$ cat src/rtl/scan_ctrl_pkg.sv
// Shared encodings for the scan chain master.
// Command opcodes and controller FSM states.
package scan_ctrl_pkg;

  localparam logic [1:0] OP_RESET = 2'd0;
  localparam logic [1:0] OP_WRITE = 2'd1;
  localparam logic [1:0] OP_READ  = 2'd2;
  localparam logic [1:0] OP_XFER  = 2'd3;

  typedef enum logic [3:0] {
    IDLE,
    RST,
    CAP_P,
    CAP_G1,
    CAP_N,
    CAP_G2,
    SH_SETUP,
    SH_P,
    SH_MID,
    SH_N,
    UPD_G,
    UPD,
    DONE
  } state_t;

  function automatic logic has_capture(input logic [1:0] op);
    return (op == OP_READ) || (op == OP_XFER);
  endfunction

  function automatic logic has_update(input logic [1:0] op);
    return (op == OP_WRITE) || (op == OP_XFER);
  endfunction

endpackage

$ cat src/rtl/scan_phase_timer.sv
// Loadable down-counter shared by all timed FSM states.
// tc is high while the count sits at zero.
module scan_phase_timer #(
  parameter int Width = 2
) (
  input  logic             clk,
  input  logic             rst,
  input  logic             load,
  input  logic [Width-1:0] load_val,
  output logic             tc
);

  logic [Width-1:0] cnt;

  // Reload on state entry, otherwise count down and park at zero
  always_ff @(posedge clk or posedge rst) begin
    if (rst) begin
      cnt <= '0;
    end else if (load) begin
      cnt <= load_val;
    end else if (cnt != '0) begin
      cnt <= cnt - 1'b1;
    end
  end

  assign tc = (cnt == '0);

endmodule

$ cat src/rtl/scan_chain_master.sv
// Two-phase scan chain sequencer: reset, capture, shift and update.
// One command at a time through a valid/ready handshake.
module scan_chain_master #(
  parameter int ChainLength = 104,
  parameter int HalfPeriod  = 2,
  parameter int ResetCycles = 4
) (
  input  logic                   Clk,
  input  logic                   Reset,
  input  logic                   CmdValid,
  output logic                   CmdReady,
  input  logic [1:0]             CmdOp,
  input  logic [ChainLength-1:0] TxData,
  output logic [ChainLength-1:0] RxData,
  output logic                   Done,
  output logic                   SClkP,
  output logic                   SClkN,
  output logic                   SEnable,
  output logic                   SUpdate,
  output logic                   SReset,
  output logic                   SIn,
  input  logic                   SOut
);

  import scan_ctrl_pkg::*;

  localparam int MaxCnt = (HalfPeriod > ResetCycles) ?
                          HalfPeriod : ResetCycles;
  localparam int TW = $clog2(MaxCnt + 1);
  localparam int BW = $clog2(ChainLength + 1);

  localparam logic [TW-1:0] HalfLoad = TW'(HalfPeriod - 1);
  localparam logic [TW-1:0] RstLoad  = TW'(ResetCycles - 1);
  localparam logic [BW-1:0] LastBit  = BW'(ChainLength - 1);

  state_t                 state;
  logic [1:0]             op;
  logic [ChainLength-1:0] sr;
  logic [BW-1:0]          bit_cnt;
  logic                   timed;
  logic                   tmr_load;
  logic [TW-1:0]          tmr_val;
  logic                   tc;

  // Timer reloads whenever the FSM is about to change state
  always_comb begin
    timed    = 1'b0;
    tmr_load = 1'b0;
    tmr_val  = HalfLoad;
    timed = (state == RST)  || (state == CAP_P) ||
            (state == CAP_N) || (state == SH_P) ||
            (state == SH_N) || (state == UPD);
    if (timed) begin
      tmr_load = tc;
    end else begin
      tmr_load = (state != IDLE) || CmdValid;
    end
    if (state == IDLE && CmdOp == OP_RESET) begin
      tmr_val = RstLoad;
    end
  end

  scan_phase_timer #(
    .Width (TW)
  ) u_timer (
    .clk      (Clk),
    .rst      (Reset),
    .load     (tmr_load),
    .load_val (tmr_val),
    .tc       (tc)
  );

  // Controller FSM; every output is set on entry to its state
  always_ff @(posedge Clk or posedge Reset) begin
    if (Reset) begin
      state    <= IDLE;
      op       <= OP_RESET;
      sr       <= '0;
      bit_cnt  <= '0;
      CmdReady <= 1'b1;
      Done     <= 1'b0;
      SClkP    <= 1'b0;
      SClkN    <= 1'b0;
      SEnable  <= 1'b0;
      SUpdate  <= 1'b0;
      SReset   <= 1'b0;
      SIn      <= 1'b0;
      RxData   <= '0;
    end else begin
      unique case (state)
        IDLE: begin
          if (CmdValid) begin
            op       <= CmdOp;
            CmdReady <= 1'b0;
            sr       <= (CmdOp == OP_WRITE) ? (TxData >> 1) : TxData;
            case (CmdOp)
              OP_RESET: begin
                state  <= RST;
                SReset <= 1'b1;
              end
              OP_WRITE: begin
                state   <= SH_SETUP;
                SEnable <= 1'b1;
                SIn     <= TxData[0];
                bit_cnt <= '0;
              end
              default: begin
                state <= CAP_P;
                SClkP <= 1'b1;
              end
            endcase
          end
        end
        RST: begin
          if (tc) begin
            SReset <= 1'b0;
            Done   <= 1'b1;
            state  <= DONE;
          end
        end
        CAP_P: begin
          if (tc) begin
            SClkP <= 1'b0;
            state <= CAP_G1;
          end
        end
        CAP_G1: begin
          SClkN <= 1'b1;
          state <= CAP_N;
        end
        CAP_N: begin
          if (tc) begin
            SClkN <= 1'b0;
            state <= CAP_G2;
          end
        end
        CAP_G2: begin
          SEnable <= 1'b1;
          SIn     <= sr[0];
          sr      <= sr >> 1;
          bit_cnt <= '0;
          state   <= SH_SETUP;
        end
        SH_SETUP: begin
          if (has_capture(op)) begin
            RxData <= (RxData >> 1) |
                      (ChainLength'(SOut) << (ChainLength - 1));
          end
          SClkP <= 1'b1;
          state <= SH_P;
        end
        SH_P: begin
          if (tc) begin
            SClkP <= 1'b0;
            state <= SH_MID;
          end
        end
        SH_MID: begin
          SClkN <= 1'b1;
          state <= SH_N;
        end
        SH_N: begin
          if (tc) begin
            SClkN <= 1'b0;
            if (bit_cnt == LastBit) begin
              SEnable <= 1'b0;
              if (has_update(op)) begin
                state <= UPD_G;
              end else begin
                Done  <= 1'b1;
                state <= DONE;
              end
            end else begin
              bit_cnt <= bit_cnt + 1'b1;
              SIn     <= sr[0];
              sr      <= sr >> 1;
              state   <= SH_SETUP;
            end
          end
        end
        UPD_G: begin
          SUpdate <= 1'b1;
          state   <= UPD;
        end
        UPD: begin
          if (tc) begin
            SUpdate <= 1'b0;
            Done    <= 1'b1;
            state   <= DONE;
          end
        end
        DONE: begin
          Done     <= 1'b0;
          CmdReady <= 1'b1;
          state    <= IDLE;
        end
        default: begin
          state <= IDLE;
        end
      endcase
    end
  end

endmodule

$ cat config.mk
export PLATFORM = sky130hd
export DESIGN_NAME = scan_chain_master
export DESIGN_NICKNAME = d
export VERILOG_FILES = /design/src/rtl/scan_ctrl_pkg.sv /design/src/rtl/scan_phase_timer.sv /design/src/rtl/scan_chain_master.sv
export SDC_FILE = /design/constraint.sdc
export NUM_CORES = 1
export LEC_CHECK = 0
export BUFFER_PORTS_ARGS = -buffer_cell sky130_fd_sc_hd__buf_2
export CORE_UTILIZATION = 50
export DETAILED_ROUTE_END_ITERATION = 6
export GPL_TIMING_DRIVEN = 0
export PLACE_DENSITY = 0.78
export SLEW_MARGIN = 5
export SYNTH_ARGS = -nofsm -noshare
export SYNTH_HDL_FRONTEND = slang
export SYNTH_SLANG_ARGS = --single-unit
$ cat constraint.sdc
create_clock -name Clk -period 13.7 [get_ports Clk]
set_input_delay 0 -clock Clk [delete_from_list [all_inputs] [get_ports Clk]]
set_output_delay 0 -clock Clk [all_outputs]
set_load 0.02 [all_outputs]
==> results.py, run 1 <==
metrics = {
    "clock_network": {
        "clkLatencyLatePin_ps": 520,
        "cts_tree": "done",
        "clock_sinks": 232,
        "postCtsSetupBuffers": 0,
        "cts_made_buffers": 26,
        "clk_pin_slew_ps": 60,
        "root_buffer": "clkbuf_16",
        "clock_path_buffers": 3,
        "cts_htree_levels": 1,
    },
    "logic_synthesis": {
        "syn_inst": 1201,
        "synth_seq_area_share_pct": 52.5,
        "async_flop_share_pct": 100,
        "yosys.area_share.adder_pct": 0.340,
        "synth-simple-area-share_pct": 14.0,
        "avgSynthCellArea_um2": 9.20,
        "synth_xor_area_share_pct": 0.238,
        "synth_cell_types": 52,
        "synth_compound_area_share_pct": 17.7,
        "syn_nets": 1314,
        "ys_ff_latch": 232,
        "yosysWarnings": 0,
        "post_synth_instance_area_um2": 11100,
        "synth_top_family_by_area": "compound AO/OA/AOI/OAI gates",
        "synth_edf_count": 0,
        "synth_ff_type": "dfrtp_1",
        "muxShareOfSynthArea_pct": 11.1,
    },
    "route": {
        "drt_drc_violations_left": 0,
        "via_per_inst": 5.49,
        "drt_wl_total_um": 30600,
        "drtIter0Drc": 710,
        "antenna_left": 0,
        "num_vias": 10400,
        "drt-wirelength-per-cell_um": 16.1,
        "dr.pass1.iters": 5,
    },
    "layout": {
        "nNetsFinal": 1714,
        "fillCellCount": 1570,
        "multi_input_area_um2": 4790,
        "drive_gt1_share_pct": 25.6,
        "final-seq-area_um2": 5810,
        "synthToLayoutAreaGrowth_pct": 35.2,
    },
    "grt": {
        "grt_pass1_vias": 10200,
        "grt_antenna_before_repair": 1,
        "grt_max_degree": 129,
        "track_usage_pct": 26.8,
        "gr-total-overflow": 0,
        "grt_pass1_wl_um": 49200,
    },
    "floorplan": {
        "std_cell_rows": 54,
        "start_util_pct": 50.8,
        "io_pins": 222,
        "die-area_um2": 22700,
        "die_y_um": 151,
        "dieWidth_um": 151,
        "core_area_um2": 21800,
    },
    "sta": {
        "final.period_utilization_pct": 20.6,
        "min_period_ps": 2820,
        "grt_setup_unrepaired": "false",
        "setup_slack_ps": 10880,
        "slew_viol_final": 0,
        "setup_violations": 0,
        "worstMarginPinSlew_ps": 833,
        "max_freq_ghz": 0.355,
        "finalClockSkew_ps": 10.5,
        "slew_headroom_pct": 44.4,
        "fin_setup_tns_ps": 0,
        "hold_viol": 0,
    },
    "power": {
        "p_leak_nw": 7.49,
        "worst_ir_drop_vdd_mv": 0.103,
        "p_per_area_nw_per_um2": 103,
    },
    "place": {
        "dp.final_hpwl_um": 19000,
        "gp_congestion": 0.903,
        "io_buffers": 221,
        "place_ws_ps": 11410,
    },
    "setup_path": {
        "end_kind": "flip-flop",
        "worstSetupPathType": "flip-flop to flip-flop",
        "path_max_fanout": 10,
        "cp-start-kind": "flip-flop",
        "critical_path_arrival_ps": 3200,
        "cp.required_ps": 14080,
    },
    "hold_path": {
        "hold_path.class": "primary input to asynchronous set/reset pin",
    },
    "status": {
        "outcome": "finished, final reports clean",
    },
    "job": {
        "max_cap_violations": 0,
    },
}
[timing repair]
item / CTS / global route
endpoints found under the setup margin: 0 / 0
hold endpoints to repair: 217 / 0
hold buffers: 150 / 0
gates resized for setup: 0 / 0
[critical path: stages, from the launching register on]
cell and delay, ps:
dfrtp_1 350, buf_2 170, nand2b_1 170, a21oi_1 270, buf_2 370, buf_1 400
a21oi_1 90, dlygate4sd3_1 580, a21oi_1 170, o21ai_0 120
[state kept, by name, indices dropped and copies added, names as in the netlist]
name	cells
RxData	104
SIn	1
bit_cnt	7
SClkP	1
sr	104
Done	1
state	4
SEnable	1
SReset	1
CmdReady	1
u_timer.cnt	3
SUpdate	1
op	2
SClkN	1
[synth_stat cells, types with 2 or more instances]
cell type / instances / share of area (%)
buf_2: 29 / 1.3
nand2_1: 321 / 11
a211oi_1: 2 / 0.14
mux2_2: 108 / 11
o21ai_0: 102 / 4.6
inv_1: 9 / 0.31
buf_6: 5 / 0.51
xor2_1: 2 / 0.16
nand2_2: 2 / 0.11
o211ai_1: 3 / 0.20
nor2b_1: 6 / 0.34
nand2b_1: 9 / 0.51
dfrtp_1: 231 / 52
nand4_1: 2 / 0.11
or3_1: 6 / 0.34
o21ai_1: 17 / 0.77
a31oi_1: 3 / 0.17
clkbuf_1: 42 / 1.4
nand3_1: 7 / 0.32
a21oi_1: 224 / 10
nor2_1: 17 / 0.58
nand3b_1: 2 / 0.14
o31a_1: 2 / 0.16
buf_1: 14 / 0.48
ha_1: 3 / 0.34
o22ai_1: 3 / 0.17
nor3_1: 5 / 0.23
[placed cells by master, fill, tap and decap left out, drive strengths merged, types with 2 or more instances in the layout]
cell,synthesis,final
a211oi,2,2
a21oi,225,225
a31oi,3,3
buf,49,271
bufinv,0,3
clkbuf,42,79
clkinvlp,0,5
dfrtp,231,231
diode,0,2
dlygate4sd3,0,150
ha,3,3
inv,9,9
mux2,108,108
nand2,323,323
nand2b,9,9
nand3,7,7
nand3b,2,2
nand4,2,2
nor2,17,17
nor2b,6,6
nor3,5,5
o211ai,3,3
o21ai,120,120
o22ai,3,3
o31a,2,2
or3,6,6
or3b,2,2
xor2,2,2
[per-stage QoR]
| stage | cell area [um^2] | util (%) | power, mW | hold slack (ps) | std cells |
|---|---|---|---|---|---|
| detailed placement | 12500 | 57.7 | 0.787 | 192 | 1703 |
| global placement | 12500 | 57.5 | 0.785 | 237 | 1702 |
| CTS | 14900 | 68.7 | 1.55 | 201 | 1899 |
| finish | 14900 | 68.7 | 1.54 | 176 | 1901 |
| floorplan | 11100 | - | 0.752 | 145 | 1201 |
| global route | 14900 | 68.7 | 1.60 | 247 | 1900 |
[area by class of cell]
| type | instances | area share, % |
|---|---|---|
| flip-flops and latches | 232 | 38.8 |
| multi-input cells | 869 | 32.1 |
| repair buffers | 372 | 17.6 |
| clock buffers | 37 | 5.11 |
| plain buffers | 91 | 2.80 |
| well taps | 280 | 2.34 |
| clock inverters | 9 | 0.887 |
| inverters | 9 | 0.276 |
| diodes | 2 | 0.0335 |
[layer usage]
layer  wire (um)  GRT usage [%]  vias up
met4         953           10.4        0
met2       15000           45.8      400
met5           0              0        -
met1       12700           34.3     5014
li1            -              -     4928
met3        1890           4.09       88
[power breakdown]
| part | leakage [nW] | internal, mW | switching (mW) |
|---|---|---|---|
| clock network | 0.422 | 0.443 | 0.280 |
| registers | 3.21 | 0.685 | 0.000101 |
| logic | 3.86 | 0.0676 | 0.0670 |
[cell families (layout without fill, tap and decap cells)]
family | count (synthesis) | after routing
adder cells (fa/ha/maj) | 3 | 3
flip-flops | 232 | 232
AO/OA/AOI/OAI | 370 | 370
other | 0 | 2
AND/OR/NAND/NOR | 384 | 384
multiplexers | 109 | 109
XOR/XNOR | 3 | 3
buffers and inverters | 100 | 518
[worst paths after layout]
| path | startpoint | slack [ps] | end | cells past startpoint |
|---|---|---|---|---|
| worst max-delay path | state[2]$_DFFE_PP0P_ | 10880 | sr[78]$_DFFE_PP0P_ | 9 |
| worst min-delay path | Reset | 180 | RxData[84]$_DFFE_PP0P_ | 3 |
| worst max register to register | state[2]$_DFFE_PP0P_ | 10880 | sr[78]$_DFFE_PP0P_ | 9 |
| worst min register to register | SIn$_DFFE_PP0P_ | 480 | SIn$_DFFE_PP0P_ | 2 |
| max in group asynchronous | Reset | 12450 | u_timer.cnt[0]$_DFFE_PP0P_ | 4 |
| min in group Clk | SOut | 280 | RxData[103]$_DFFE_PP0P_ | 3 |
Power figures use the tool's default switching activity.
==> run 2, diff against run 1 <==
Settings changed: PLACE_DENSITY 0.78 to 0.8.
Clock period 13.7 ns to 2.31 ns, I/O delays scaled along.
==> run 2 against run 1 <==
Compared with the run above: worst setup slack got worse by 11000 ps; total power rose to 5.9 times the previous value; clock power rose to 5.9 times the previous value; critical path type unchanged; sequential power rose to 5.9 times the previous value; die area did not move.
==> results.py, run 2 (synthesis results as in run 1) <==
metrics = {
    "clock_network": {
        "cts_tree": "done",
        "cts_htree_levels": 1,
        "clk_pin_slew_ps": 60,
        "root_buffer": "clkbuf_16",
        "cts_made_buffers": 26,
        "clock_sinks": 232,
        "clock_path_buffers": 3,
        "clkLatencyLatePin_ps": 530,
    },
    "layout": {
        "fillCellCount": 1663,
        "nNetsFinal": 1678,
        "final_util_pct": 67.4,
        "drive_gt1_share_pct": 27.7,
        "synthToLayoutAreaGrowth_pct": 32.7,
        "design_area_um2": 14700,
        "layout_commonest_cell": "nand2_1",
        "biggestRegsByFlops": "RxData (104), sr (104), bit_cnt (7)",
        "final_cell_mix": "321 x nand2_1, 250 x buf_2, 231 x dfrtp_1",
    },
    "setup_path": {
        "rrSetupSlack_ps": 60,
        "cpLargestDelayFamily": "buffers and inverters",
        "path_common_cell": "a21oi_1",
        "cpPeakStageDelay_ps": 380,
        "cp_num_cells": 8,
        "path_max_fanout": 10,
        "worstSetupPathType": "flip-flop to flip-flop",
        "critical_path_buf_inv_count": 3,
        "cp.required_ps": 2690,
        "end_kind": "flip-flop",
        "cp-start-kind": "flip-flop",
        "crit_chain": "buf_2, nand2b_1, a21oi_1, buf_2, clkbuf_2, a21oi_1, a21oi_1, o21ai_0",
        "critical_path_arrival_ps": 2630,
        "slowest_stage": "buf_2",
        "r2r_cells": 8,
        "r2r_end": "sr[81]$_DFFE_PP0P_",
        "rr_startpoint": "state[2]$_DFFE_PP0P_",
    },
    "route": {
        "via_per_inst": 5.51,
        "antenna_left": 0,
        "drtIter0Drc": 741,
        "drt_drc_violations_left": 0,
        "dr.pass1.iters": 6,
        "drt_wl_total_um": 30700,
        "num_vias": 10300,
        "drt-wirelength-per-cell_um": 16.5,
    },
    "floorplan": {
        "start_util_pct": 50.8,
        "dieWidth_um": 151,
        "std_cell_rows": 54,
        "io_pins": 222,
        "die_y_um": 151,
        "die-area_um2": 22700,
        "core_area_um2": 21800,
    },
    "place": {
        "io_buffers": 221,
        "placed_cell_area_um2": 12600,
        "place_ws_ps": 43.8,
        "dp.final_hpwl_um": 19500,
        "gp_congestion": 0.903,
    },
    "hold_path": {
        "hold_path.class": "primary input to asynchronous set/reset pin",
    },
    "sta": {
        "min_period_ps": 2250,
        "finalClockSkew_ps": 25.4,
        "setup_violations": 0,
        "grt_setup_unrepaired": "false",
        "max_freq_ghz": 0.444,
        "slew_viol_final": 0,
        "setup_slack_ps": 56.9,
        "worstMarginPinSlew_ps": 883,
        "final.period_utilization_pct": 97.5,
        "slew_headroom_pct": 41.0,
        "hold_viol": 0,
    },
    "grt": {
        "track_usage_pct": 27.2,
        "grt_max_degree": 42,
        "grt_antenna_before_repair": 3,
        "grt_pass1_vias": 10100,
        "grt_pass1_wl_um": 49400,
        "gr-total-overflow": 0,
    },
    "power": {
        "p_leak_nw": 7.40,
        "worst_ir_drop_vdd_mv": 0.473,
        "p_per_area_nw_per_um2": 617,
    },
    "status": {
        "outcome": "finished, final reports clean",
    },
    "job": {
        "max_cap_violations": 0,
    },
}
-- run 2: cell count changes in the layout (fill, tap and decap cells not counted), moves of 2 or more --
cell / before / now
buf_1: 14 / 10
buf_12: 0 / 6
clkbuf_1: 47 / 37
clkbuf_2: 0 / 11
clkbuf_8: 5 / 3
clkinv_2: 1 / 7
dlygate4sd3_1: 150 / 109
-- run 2: metal layers --
| layer | part of all wire, % | wire length, um | global-route usage [%] | up-vias |
|---|---|---|---|---|
| met3 | 6.3 | 1920 | 4.48 | 112 |
| met5 | 0 | 0 | 0 | - |
| met4 | 3.8 | 1180 | 10.8 | 0 |
| met2 | 49 | 14900 | 45.6 | 468 |
| met1 | 41 | 12700 | 35.3 | 4860 |
| li1 | - | - | - | 4853 |
-- run 2: through the flow --
stage	hold WS [ps]	power [mW]	setup TNS [ps]	std cells
6_report	239	9.05	0	1868
5_1_grt	288	9.35	0	1868
4_1_cts	197	9.09	0	1865
3_5_place_dp	203	4.69	0	1708
3_3_place_gp	234	4.65	-464600	1702
2_1_floorplan	145	4.46	-167500	1201
-- run 2: layout make-up --
cell class	count	area, um^2	share of cell area (%)
antenna	3	7.51	0.0512
multi-input combinational	869	4810	32.8
clock buffer	33	728	4.96
tap	280	350	2.39
sequential	232	5810	39.6
inverter	9	37.5	0.256
buffer	90	429	2.92
timing repair buffer	337	2340	16.0
clock inverter	15	163	1.11
-- run 2: worst reg2reg max path, cell delays in order (launching register included) --
cell and delay, ps:
dfrtp_1 370, buf_2 160, nand2b_1 180, a21oi_1 270, buf_2 380, clkbuf_2 310, a21oi_1 100, a21oi_1 210
o21ai_0 130
-- run 2: worst max path at each step --
stage                                     startpoint                  end  slack, ps
after floorplan                                Reset     Done$_DFFE_PP0P_       -730
after global placement                         Reset   sr[62]$_DFFE_PP0P_      -2040
after detailed placement  u_timer.cnt[0]$_DFFE_PP0P_  sr[103]$_DFFE_PP0P_         40
after CTS                       state[2]$_DFFE_PP0P_    sr[2]$_DFFE_PP0P_         10
after global routing            state[2]$_DFFE_PP0P_   sr[81]$_DFFE_PP0P_          6
final                           state[2]$_DFFE_PP0P_   sr[81]$_DFFE_PP0P_         60
-- run 2: report_power, final --
group          internal (mW)  switching [mW]
combinational          0.341           0.384
clock                   2.57            1.70
sequential              4.06        0.000676
total                   6.97            2.08
-- run 2: repair_timing --
action | in CTS | in global routing
resized for setup | 0 | 21
setup buffers | 0 | 1
hold buffers | 109 | 0
setup endpoints to repair | 0 | 166
hold endpoints to repair | 147 | 0
==> run 3, diff against run 2 <==
Settings changed: PLACE_DENSITY 0.8 to 0.78.
Clock period 2.31 ns to 2.4 ns, I/O delays scaled along.
==> run 3 against run 2 <==
Compared with the run above: sequential share of layout area grew 0.19 points; final cell count down 0.32%; cell area is 0.49% lower; clock skew down 13 ps; critical endpoint is now RxData[101]$_DFFE_PP0P_.
==> results.py, run 3 (synthesis results as in run 1) <==
metrics = {
    "setup_path": {
        "cp.required_ps": 2810,
        "critical_path_arrival_ps": 2640,
        "end_kind": "flip-flop",
        "worstSetupPathType": "flip-flop to flip-flop",
        "path_max_fanout": 10,
        "cp-start-kind": "flip-flop",
        "critPathLaunch": "state[2]$_DFFE_PP0P_",
        "rr_startpoint": "state[2]$_DFFE_PP0P_",
    },
    "layout": {
        "fillCellCount": 1652,
        "final_cell_mix": "321 x nand2_1, 250 x buf_2, 231 x dfrtp_1",
        "nNetsFinal": 1677,
        "layout_commonest_cell": "nand2_1",
        "biggestRegsByFlops": "RxData (104), sr (104), bit_cnt (7)",
        "synthToLayoutAreaGrowth_pct": 32.1,
        "drive_gt1_share_pct": 26.6,
        "final_util_pct": 67.1,
    },
    "clock_network": {
        "clkLatencyLatePin_ps": 530,
        "cts_tree": "done",
        "postCtsSetupBuffers": 0,
        "cts_made_buffers": 26,
        "cts_htree_levels": 1,
        "clk_pin_slew_ps": 70,
        "clock_path_buffers": 3,
        "root_buffer": "clkbuf_16",
        "clock_sinks": 232,
    },
    "power": {
        "p_comb_share_pct": 8.0,
        "p_leak_nw": 7.35,
        "p_per_area_nw_per_um2": 594,
        "internal_power_mw": 6.70,
        "p_sw_share_pct": 22.7,
        "power_switching_mw": 1.97,
        "worst_ir_drop_vdd_mv": 0.465,
        "power_frac_clock_pct": 46.9,
        "p_seq_share_pct": 45.2,
    },
    "sta": {
        "slew_headroom_pct": 42.4,
        "fin_setup_tns_ps": 0,
        "hold_viol": 0,
        "finalClockSkew_ps": 12.6,
        "min_period_ps": 2230,
        "final.period_utilization_pct": 92.9,
        "grt_setup_unrepaired": "false",
        "slew_viol_final": 0,
        "fin_hold_ws_ps": 119,
        "worstMarginPinSlew_ps": 864,
        "setup_violations": 0,
        "max_freq_ghz": 0.448,
        "setup_slack_ps": 170,
    },
    "route": {
        "drt_wl_total_um": 30700,
        "drtIter0Drc": 648,
        "drt-wirelength-per-cell_um": 16.5,
        "num_vias": 10300,
        "dr.pass1.iters": 5,
        "drt_drc_violations_left": 0,
        "via_per_inst": 5.53,
        "antenna_left": 0,
    },
    "place": {
        "io_buffers": 221,
        "dp.final_hpwl_um": 19500,
        "gp_congestion": 0.917,
        "place_ws_ps": 127,
    },
    "floorplan": {
        "die_y_um": 151,
        "std_cell_rows": 54,
        "start_util_pct": 50.8,
        "die-area_um2": 22700,
        "core_area_um2": 21800,
        "io_pins": 222,
        "dieWidth_um": 151,
    },
    "job": {
        "max_cap_violations": 0,
    },
    "grt": {
        "grt_max_degree": 41,
        "grt_pass1_vias": 10100,
        "track_usage_pct": 27.0,
        "grt_antenna_before_repair": 1,
        "grt_pass1_wl_um": 49400,
        "gr-total-overflow": 0,
    },
    "status": {
        "outcome": "finished, final reports clean",
    },
    "hold_path": {
        "hold_path.class": "primary input to asynchronous set/reset pin",
    },
}
run 3: cell count changes in the layout (fill, tap and decap cells not counted), sizes merged:
cell and delta:
clkinv -2, buf +3, diode -2, clkbuf -1, clkinvlp -4
run 3: worst max-delay path: stages, from the launching register on:
cell and delay [ps]:
dfrtp_1 320, buf_2 200, nor2b_1 320, nand4_1 370
clkbuf_2 330, buf_2 250, mux2_2 330
run 3: power groups by stage:
stage               combinational (mW)  clock, mW  sequential, mW
detailed placement               0.526          0            3.98
global placement                 0.493          0            3.99
floorplan                        0.308          0            3.99
global route                     0.773       4.26            3.91
CTS                              0.673       4.10            3.91
finish                           0.693       4.06            3.91
run 3: layer usage:
layer,global-route usage (%),vias up,wire length (um)
met3,4.67,102,2050
met4,10.6,0,1090
met1,34.5,4899,12600
li1,-,4825,-
met5,0,-,0
met2,45.8,467,15000
run 3: cell type report:
| class | instances | area [um^2] | share of cell area [%] |
|---|---|---|---|
| Clock inverter | 9 | 134 | 0.917 |
| Tap cell | 280 | 350 | 2.40 |
| Inverter | 9 | 37.5 | 0.257 |
| Multi-Input combinational cell | 869 | 4800 | 32.9 |
| Clock buffer | 36 | 738 | 5.06 |
| Antenna cell | 1 | 2.50 | 0.0171 |
| Sequential cell | 232 | 5810 | 39.8 |
| Timing Repair Buffer | 336 | 2320 | 15.9 |
| Buffer | 90 | 417 | 2.85 |
run 3: metrics by stage:
| stage | total power [mW] | std cells | cell area, um^2 |
|---|---|---|---|
| global placement | 4.48 | 1702 | 12500 |
| finish | 8.67 | 1862 | 14600 |
| global route | 8.95 | 1862 | 14600 |
| floorplan | 4.30 | 1201 | 11100 |
| detailed placement | 4.51 | 1708 | 12600 |
| CTS | 8.68 | 1862 | 14600 |
run 3: repair_timing:
| item | CTS | global route |
|---|---|---|
| setup endpoints to repair | 0 | 55 |
| endpoints found under the hold margin | 234 | 0 |
| hold buffers | 109 | 0 |
| gates resized for setup | 0 | 3 |
run 3: final timing paths:
kind                                      endpoint  slack, ps  cells after the start
min in group Clk           RxData[103]$_DFFE_PP0P_        280                      3
hold reg to reg                 SReset$_DFFE_PP0P_        480                      2
setup reg to reg           RxData[101]$_DFFE_PP0P_        170                      6
max in group asynchronous       sr[52]$_DFFE_PP0P_       1410                      5
hold / removal              RxData[76]$_DFFE_PP0P_        120                      3
setup / recovery           RxData[101]$_DFFE_PP0P_        170                      6
